`config.mk`:
```
export PLATFORM = sky130hd
export DESIGN_NAME = mem_txn_sequencer
export DESIGN_NICKNAME = d
export VERILOG_FILES = /design/src/rtl/mem_txn_sequencer.sv
export SDC_FILE = /design/constraint.sdc
export NUM_CORES = 1
export LEC_CHECK = 0
export ABC_AREA = 1
export CAP_MARGIN = 20
export CORE_ASPECT_RATIO = 0.9
export CORE_MARGIN = 5
export CORE_UTILIZATION = 60
export DETAILED_ROUTE_END_ITERATION = 12
export GPL_TIMING_DRIVEN = 0
export PLACE_DENSITY = 0.84
export REMOVE_ABC_BUFFERS = 1
export SLEW_MARGIN = 20
export SYNTH_ARGS = -nofsm -noshare
export SYNTH_HDL_FRONTEND = slang
export SYNTH_SLANG_ARGS = --single-unit
```
`constraint.sdc`:
```
create_clock -name clk -period 5.4 [get_ports clk]
set_input_delay 1.35 -clock clk [delete_from_list [all_inputs] [get_ports clk]]
set_output_delay 1.35 -clock clk [all_outputs]
set_load 0.02 [all_outputs]
```
`src/rtl/mem_txn_sequencer.sv`:
```
// Write/read-back memory test sequencer: writes an LFSR pattern to a RAM range,
// reads it back, and counts mismatches. All outputs are registered.
module mem_txn_sequencer #(
  parameter int ADDRESS_WIDTH = 30,
  parameter int CNT_WIDTH     = 16
) (
  input  logic                     clk,
  input  logic                     rst,
  input  logic                     start,
  input  logic [CNT_WIDTH-1:0]     num_txns,
  input  logic [ADDRESS_WIDTH-1:0] base_addr,
  input  logic [7:0]               seed,
  output logic                     read_write,
  output logic [ADDRESS_WIDTH-1:0] address,
  output logic [7:0]               data,
  output logic                     cs,
  output logic                     oe,
  input  logic [7:0]               rdata,
  output logic                     busy,
  output logic                     done,
  output logic [CNT_WIDTH-1:0]     err_count,
  output logic                     mismatch
);

  typedef enum logic [2:0] {IDLE, WRITE, READ, FLUSH, DONE} state_e;

  function automatic logic [7:0] pat_step(input logic [7:0] p);
    return {p[6:0], p[7] ^ p[5] ^ p[4] ^ p[3]};
  endfunction

  state_e                   state_q, state_d;
  logic [CNT_WIDTH-1:0]     n_q, n_d;
  logic [CNT_WIDTH-1:0]     idx_q, idx_d;
  logic [ADDRESS_WIDTH-1:0] base_q, base_d;
  logic [7:0]               seed_q, seed_d;
  logic [7:0]               pat_q, pat_d;
  logic [7:0]               exp_q, exp_d;
  logic [7:0]               exp_cmp_q, exp_cmp_d;
  logic                     cmp_vld_q, cmp_vld_d;
  logic                     rw_q, rw_d;
  logic                     cs_q, cs_d;
  logic                     oe_q, oe_d;
  logic [ADDRESS_WIDTH-1:0] addr_q, addr_d;
  logic [7:0]               data_q, data_d;
  logic                     busy_q, busy_d;
  logic                     done_q, done_d;
  logic [CNT_WIDTH-1:0]     err_q, err_d;
  logic                     mm_q, mm_d;
  logic [7:0]               seed_n;

  always_comb begin
    state_d   = state_q;
    n_d       = n_q;
    idx_d     = idx_q;
    base_d    = base_q;
    seed_d    = seed_q;
    pat_d     = pat_q;
    exp_d     = exp_q;
    rw_d      = 1'b0;
    cs_d      = 1'b0;
    oe_d      = 1'b0;
    addr_d    = addr_q;
    data_d    = data_q;
    err_d     = err_q;
    mm_d      = 1'b0;
    seed_n    = (seed == 8'h00) ? 8'h01 : seed;
    // rdata answers the read that was on the bus last cycle
    cmp_vld_d = cs_q & oe_q;
    exp_cmp_d = exp_q;

    if (cmp_vld_q && (rdata != exp_cmp_q)) begin
      mm_d = 1'b1;
      if (err_q != '1) err_d = err_q + CNT_WIDTH'(1);
    end

    unique case (state_q)
      IDLE: begin
        if (start) begin
          n_d    = num_txns;
          base_d = base_addr;
          seed_d = seed_n;
          err_d  = '0;
          if (num_txns != '0) begin
            state_d = WRITE;
            cs_d    = 1'b1;
            rw_d    = 1'b1;
            addr_d  = base_addr;
            data_d  = seed_n;
            pat_d   = pat_step(seed_n);
            idx_d   = CNT_WIDTH'(1);
          end else begin
            state_d = DONE;
          end
        end
      end
      WRITE: begin
        if (idx_q != n_q) begin
          cs_d   = 1'b1;
          rw_d   = 1'b1;
          addr_d = base_q + ADDRESS_WIDTH'(idx_q);
          data_d = pat_q;
          pat_d  = pat_step(pat_q);
          idx_d  = idx_q + CNT_WIDTH'(1);
        end else begin
          // first read issues immediately; pattern restarts from the seed
          state_d = READ;
          cs_d    = 1'b1;
          oe_d    = 1'b1;
          addr_d  = base_q;
          exp_d   = seed_q;
          pat_d   = pat_step(seed_q);
          idx_d   = CNT_WIDTH'(1);
        end
      end
      READ: begin
        if (idx_q != n_q) begin
          cs_d   = 1'b1;
          oe_d   = 1'b1;
          addr_d = base_q + ADDRESS_WIDTH'(idx_q);
          exp_d  = pat_q;
          pat_d  = pat_step(pat_q);
          idx_d  = idx_q + CNT_WIDTH'(1);
        end else begin
          state_d = FLUSH;
        end
      end
      FLUSH:   state_d = DONE;
      DONE:    state_d = IDLE;
      default: state_d = IDLE;
    endcase

    busy_d = (state_d != IDLE);
    done_d = (state_q == DONE);
  end

  always_ff @(posedge clk) begin
    if (rst) begin
      state_q   <= IDLE;
      n_q       <= '0;
      idx_q     <= '0;
      base_q    <= '0;
      seed_q    <= 8'h01;
      pat_q     <= 8'h01;
      exp_q     <= '0;
      exp_cmp_q <= '0;
      cmp_vld_q <= 1'b0;
      rw_q      <= 1'b0;
      cs_q      <= 1'b0;
      oe_q      <= 1'b0;
      addr_q    <= '0;
      data_q    <= '0;
      busy_q    <= 1'b0;
      done_q    <= 1'b0;
      err_q     <= '0;
      mm_q      <= 1'b0;
    end else begin
      state_q   <= state_d;
      n_q       <= n_d;
      idx_q     <= idx_d;
      base_q    <= base_d;
      seed_q    <= seed_d;
      pat_q     <= pat_d;
      exp_q     <= exp_d;
      exp_cmp_q <= exp_cmp_d;
      cmp_vld_q <= cmp_vld_d;
      rw_q      <= rw_d;
      cs_q      <= cs_d;
      oe_q      <= oe_d;
      addr_q    <= addr_d;
      data_q    <= data_d;
      busy_q    <= busy_d;
      done_q    <= done_d;
      err_q     <= err_d;
      mm_q      <= mm_d;
    end
  end

  assign read_write = rw_q;
  assign cs         = cs_q;
  assign oe         = oe_q;
  assign address    = addr_q;
  assign data       = data_q;
  assign busy       = busy_q;
  assign done       = done_q;
  assign err_count  = err_q;
  assign mismatch   = mm_q;

endmodule

```
# Word-level counts from Yosys, hierarchy flattened
# Index checks and enable logic that the tools add are counted.
word_totals:
  ff_bits: 158
  inputBits: 65
  output_inout_bits: 60
  wordCells: 94
op_classes:
  add_sub_neg: 3
  eq_ne: 12
  muxes: 39
  bitwise_logic: 10
  n_reduce_logical: 12
op_table:
  columns: ["cell", "count"]
  rows:
  - ["two-way mux 16 bit", 8]
  - ["two-way mux 30 bit", 4]
  - ["one-hot mux 30 bit (3 select lines)", 1]
  - ["two-way mux 8 bit", 9]
  - ["one-hot mux 16 bit (3 select lines)", 1]
  - ["adder 16 x 1 -> 16 bit (second input constant)", 2]
  - ["one-hot mux 8 bit (2 select lines)", 2]
  - ["adder 30 x 16 -> 30 bit", 1]
  - ["one-hot mux 8 bit (3 select lines)", 1]
  - ["!= test 16 bit", 1]
  - ["!= test 16 bit (second input constant)", 1]
  - ["nonzero test 16 bit", 1]
  - ["two-way mux 3 bit", 4]
  - ["one-hot mux 3 bit (4 select lines)", 1]
  - ["!= test 2 bit (second input constant)", 5]
  - ["XOR 1 bit", 9]
  - ["zero test 8 bit", 1]
  - ["!= test 8 bit", 1]
  - ["AND reduction 4 bit", 2]
  - ["== test 3 x 2 -> 1 bit (second input constant)", 2]
  - ["nonzero test 3 bit", 2]
  - ["two-way mux 1 bit", 5]
  - ["one-hot mux 1 bit (2 select lines)", 2]
  - ["nonzero test 2 bit", 2]
  - ["8 further kinds", 8]

# Longest topological paths before layout
depth:
  word_depth: 8
  mapped_depth: 16
  ltp_nobuf: 16

# Worst setup path before layout
# No wires, ideal clock.
synth_path:
  path_kind: "input port to flip-flop"
  startpoint: "in num_txns[4]"
  endpoint: "reg addr_q[12] (netlist: address[12])"
  setup_time_ns: 0.132
  arrival_time_ns: 2.468
  t_required_ns: 5.268
  slack_ns: 2.800
  path_stages: 11
  path_buffers: 1
  cell_sequence: "inv_1 > nand4_1 > nor2_1 > nand2_1 > a21oi_1 > nand2_4 > inv_6 > buf_4 > nor2_1 > nand2_1 > a21oi_1"
synth_via:
  elab_chain_cells: 3
synth_lines:
  columns: ["item", "line", "source"]
  rows:
  - ["start, declared", "10", "input logic [CNT_WIDTH-1:0] num_txns,"]
  - ["nonzero test 16 bit", "83", "if (num_txns != '0) begin"]
  - ["!= test 2 bit (no source line)", null, null]
  - ["AND reduction 4 bit (no source line)", null, null]
  - ["end signal, assigned", "169", "addr_q <= addr_d;"]
  - ["end, declared", "43", "logic [ADDRESS_WIDTH-1:0] addr_q, addr_d;"]
# Every way passes these cells.
# A chain may end at the register's enable or synchronous reset.

# Worst setup path in the final report
layout_path:
  startpoint: "in num_txns[9]"
  endpoint: "reg idx_q[6]"
layout_via:
  elab_chain_cells: 3
layout_lines:
  columns: ["item", "line", "source"]
  rows:
  - ["nonzero test 16 bit", "83", null]
  - ["!= test 2 bit (no source line)", null, null]
  - ["AND reduction 4 bit (no source line)", null, null]
  - ["end signal, assigned", "159", "idx_q <= idx_d;"]
  - ["end, declared", "33", "logic [CNT_WIDTH-1:0] idx_q, idx_d;"]
# Every way passes these cells.

==> results by group <==
Run status
  • Status: complete, no violations

Synthesis
  • Sequential fraction of the synthesis area: 34.8%
  • Synthesis-stage register bit count: 158
  • Predominant post-synthesis flop cell: dfxtp_1
  • Compound-Gate Fraction of Synth Area: 12.7%
  • Largest family of logic cells by synthesized area: simple AND/OR/NAND/NOR gates
  • XOR/XNOR Fraction of Synth Area: 3.85%
  • Post-Synth Simple-Gate Area: 34.3%
  • EDFF count, synth: 0
  • Post-Syn Area: 9090 um2
  • Asr flop ratio synth: 0%
  • Mux cell area share after synthesis: 0%
  • Adder-Cell Fraction of Synth Area: 2.70%
  • Warnings from Yosys: 0
  • Post-Synthesis Cells: 1434
  • Syn_area_per_cell: 6.34 um2
  • Count of cell types in the netlist: 37

Cells and area
  • Most frequent cells in the layout: nand2_1, inv_1, nor2_1
  • Multi-input logic area: 4890 um2
  • Area Overhead vs Synth: 21.5%
  • Sequential Area: 3160 um2
  • Number of diodes: 0
  • FILL cells: 1187
  • Most common cell after layout, fill and taps aside: nand2_1
  • Share of cells above drive strength 1: 4.66%
  • Final Cell Area: 11000 um2
  • Layout Nets: 1615
  • Non-Filler Instances: 1742

Route
  • Drt drc: 0
  • Met2 wire length: 11900 um
  • Vias post-DR: 9450
  • Metal-1 WL: 11100 um
  • Final antenna-violating net count: 0
  • Top sig layer: met4
  • Vias per cell: 5.42
  • Routed WL: 25700 um
  • DR WL met3: 2070 um
  • WL per Instance: 14.8 um
  • Pre-Repair DR Iteration Count: 6
  • Starting DRT DRC Count: 784

Critical path
  • Worst r2r path cells: 11
  • Worst r2r dst: data[7]
  • Worst-path cell chain: clkdlybuf4s50_1 > inv_1 > nand4_1 > nor2_1 > nand2_1 > a21oi_1 > nand2_4 > inv_6 > o21ai_0 > o21ai_0 > nor2_1
  • CP Max Fanout: 53
  • Worst EP arrival: 3.94 ns
  • Crit end category: flip-flop
  • R2R Setup Slk: 2.03 ns
  • CP Class: primary input to flip-flop
  • CP max stage cell: inv_6
  • CP max stage delay: 0.50 ns
  • Startpoint types: primary input
  • Reg2reg start: idx_q[0]
  • CP Data Required Time: 5.73 ns

Pwr
  • Pleak: 4.99 nW
  • PD cells: 302 nW/um2
  • Peak supply drop: 0.244 mV
  • Pint: 2.25 mW
  • Sequential share of power: 40.1%
  • Combinational power share: 21.9%
  • Switching power: 1.08 mW
  • Switching Fraction: 32.5%
  • Clock power share: 38.0%

Global route
  • Largest net degree at the start of global routing: 61
  • Antenna violations before repair: 0
  • GR Util All Layers: 28.5%
  • First-pass GRT wire length: 41900 um
  • Vias in the first global route: 8760
  • GRT Residual Overflow: 0

Hold path
  • Hold path startpoint: oe
  • Hold/Removal Path Class: flip-flop to flip-flop
  • Worst Hold Depth: 2
  • Hold endpoint: cmp_vld_q

STA
  • Pins Over Slew Limit: 0
  • Final setup fails: 0
  • Period utilization: 66.8%
  • RSZ-0062 raised after global routing: false
  • Fmax: 277 MHz
  • Worst-Margin Slew: 1.02 ns
  • Final Critical Period: 3.61 ns
  • Worst clock skew: 0.00725 ns
  • Final worst slack: 1.79 ns
  • Max-slew headroom: 31.7%
  • Final Hold Viols: 0

Floorplanning
  • Core ar.: 14800 um2
  • Row cnt: 42
  • Die width: 140 um
  • IO Count: 125
  • Initial Util: 61.5%
  • Die area: 17700 um2
  • Height of the die: 127 um

Job
  • # Max-Cap Violations: 0

Placed design
  • GP Congestion: 0.940
  • Post-Place Cells: 1710
  • Port Buf Inserts: 124
  • DP Wirelength: 18000 um
  • Placement Cell Area: 10400 um2
  • DP Worst Slack: 1.43 ns

Clocking
  • Post-CTS Setup Bufs: 0
  • Longest Clk Path Bufs: 2
  • Clock Sink Count: 158
  • Root Buffer Master: clkbuf_16
  • Hold Buf Count CTS: 0
  • Clk Latency, worst-skew pair: 0.44 ns
  • Reg clk slew, reported paths: 0.07 ns
  • CTS tree: yes
  • # resized after CTS: 0
  • Htree depth: 4
  • Num CTS Buffers: 17
-- cells by family (layout without fill, tap and decap cells) --
group | after synthesis | in the layout
buffers and inverters | 266 | 376
and+or+nand+nor | 757 | 757
adders and majority gates | 19 | 19
xor gates and xnor gates | 40 | 40
AOI/OAI and AO/OA | 194 | 194
DFF | 158 | 158
-- layout make-up --
class	instances	area share, %
clock buffers	17	3.85
clock inverters	15	1.75
inverters	217	7.42
multi-input cells	1010	44.3
flip-flops and latches	158	28.6
well taps	198	2.24
repair buffers	127	11.8
-- power by group through the flow --
stage          clock network [mW]  registers, mW  logic (mW)
3_3_place_gp                    0           1.36       0.692
3_5_place_dp                    0           1.36       0.717
4_1_cts                      1.27           1.34       0.726
2_1_floorplan                   0           1.40       0.370
6_report                     1.27           1.34       0.732
5_1_grt                      1.32           1.35       0.802
-- cell usage after synthesis, drive strengths merged (10+ instances only) --
master	instances	share of area (%)
ha	18	2.5
xor2	31	3.0
buf	22	1.6
o22ai	28	1.9
or2	10	0.69
nand3	76	4.2
o21ai	73	4.0
a22o	15	1.4
dfxtp	158	35
o2111ai	11	1.1
nor2	206	8.6
nand4	22	1.5
a21oi	47	2.7
inv	217	9.0
nand2	415	17
clkbuf	27	1.1
nor3	17	1.0
-- metrics by stage --
| stage | util (%) | hold slack (ns) | power (mW) | setup TNS (ns) |
|---|---|---|---|---|
| floorplan | - | 0.410 | 1.77 | 0 |
| CTS | 74.8 | 0.439 | 3.33 | 0 |
| global placement | 70.0 | 0.421 | 2.05 | -105.29 |
| global route | 74.8 | 0.451 | 3.47 | 0 |
| detailed placement | 70.6 | 0.426 | 2.08 | 0 |
| finish | 74.8 | 0.435 | 3.34 | 0 |
-- registers in the layout (all words and copies together), names as in the netlist, 3 cells and up --
name and cells:
seed_q 8, data 8, state_q 3, address 30
n_q 16, exp_cmp_q 8, pat_q 8, exp_cmp_d 8
idx_q 16, err_count 16, base_q 30
-- worst max path at each step --
stage                 startpoint            to  cells past startpoint
finish               num_txns[9]      idx_q[6]                     11
global route        num_txns[10]      idx_q[6]                     11
CTS                 num_txns[10]      idx_q[6]                     11
detailed placement           rst     base_q[6]                      6
global placement             rst     base_q[9]                      5
floorplan                    rst  err_count[1]                      5
-- routing by layer --
metal | up-vias | GRT usage (%)
li1 | 4730 | -
met4 | 0 | 9.52
met1 | 4267 | 37.3
met3 | 54 | 5.76
met2 | 399 | 47.5
met5 | - | 0
-- worst max-delay path: cells and delay by family --
| kind | cells | cell delay, ns |
|---|---|---|
| AND/OR/NAND/NOR | 5 | 0.92 |
| AO/OA/AOI/OAI | 3 | 0.63 |
| buffers and inverters | 3 | 0.99 |
(Power assumes the default switching activity.)
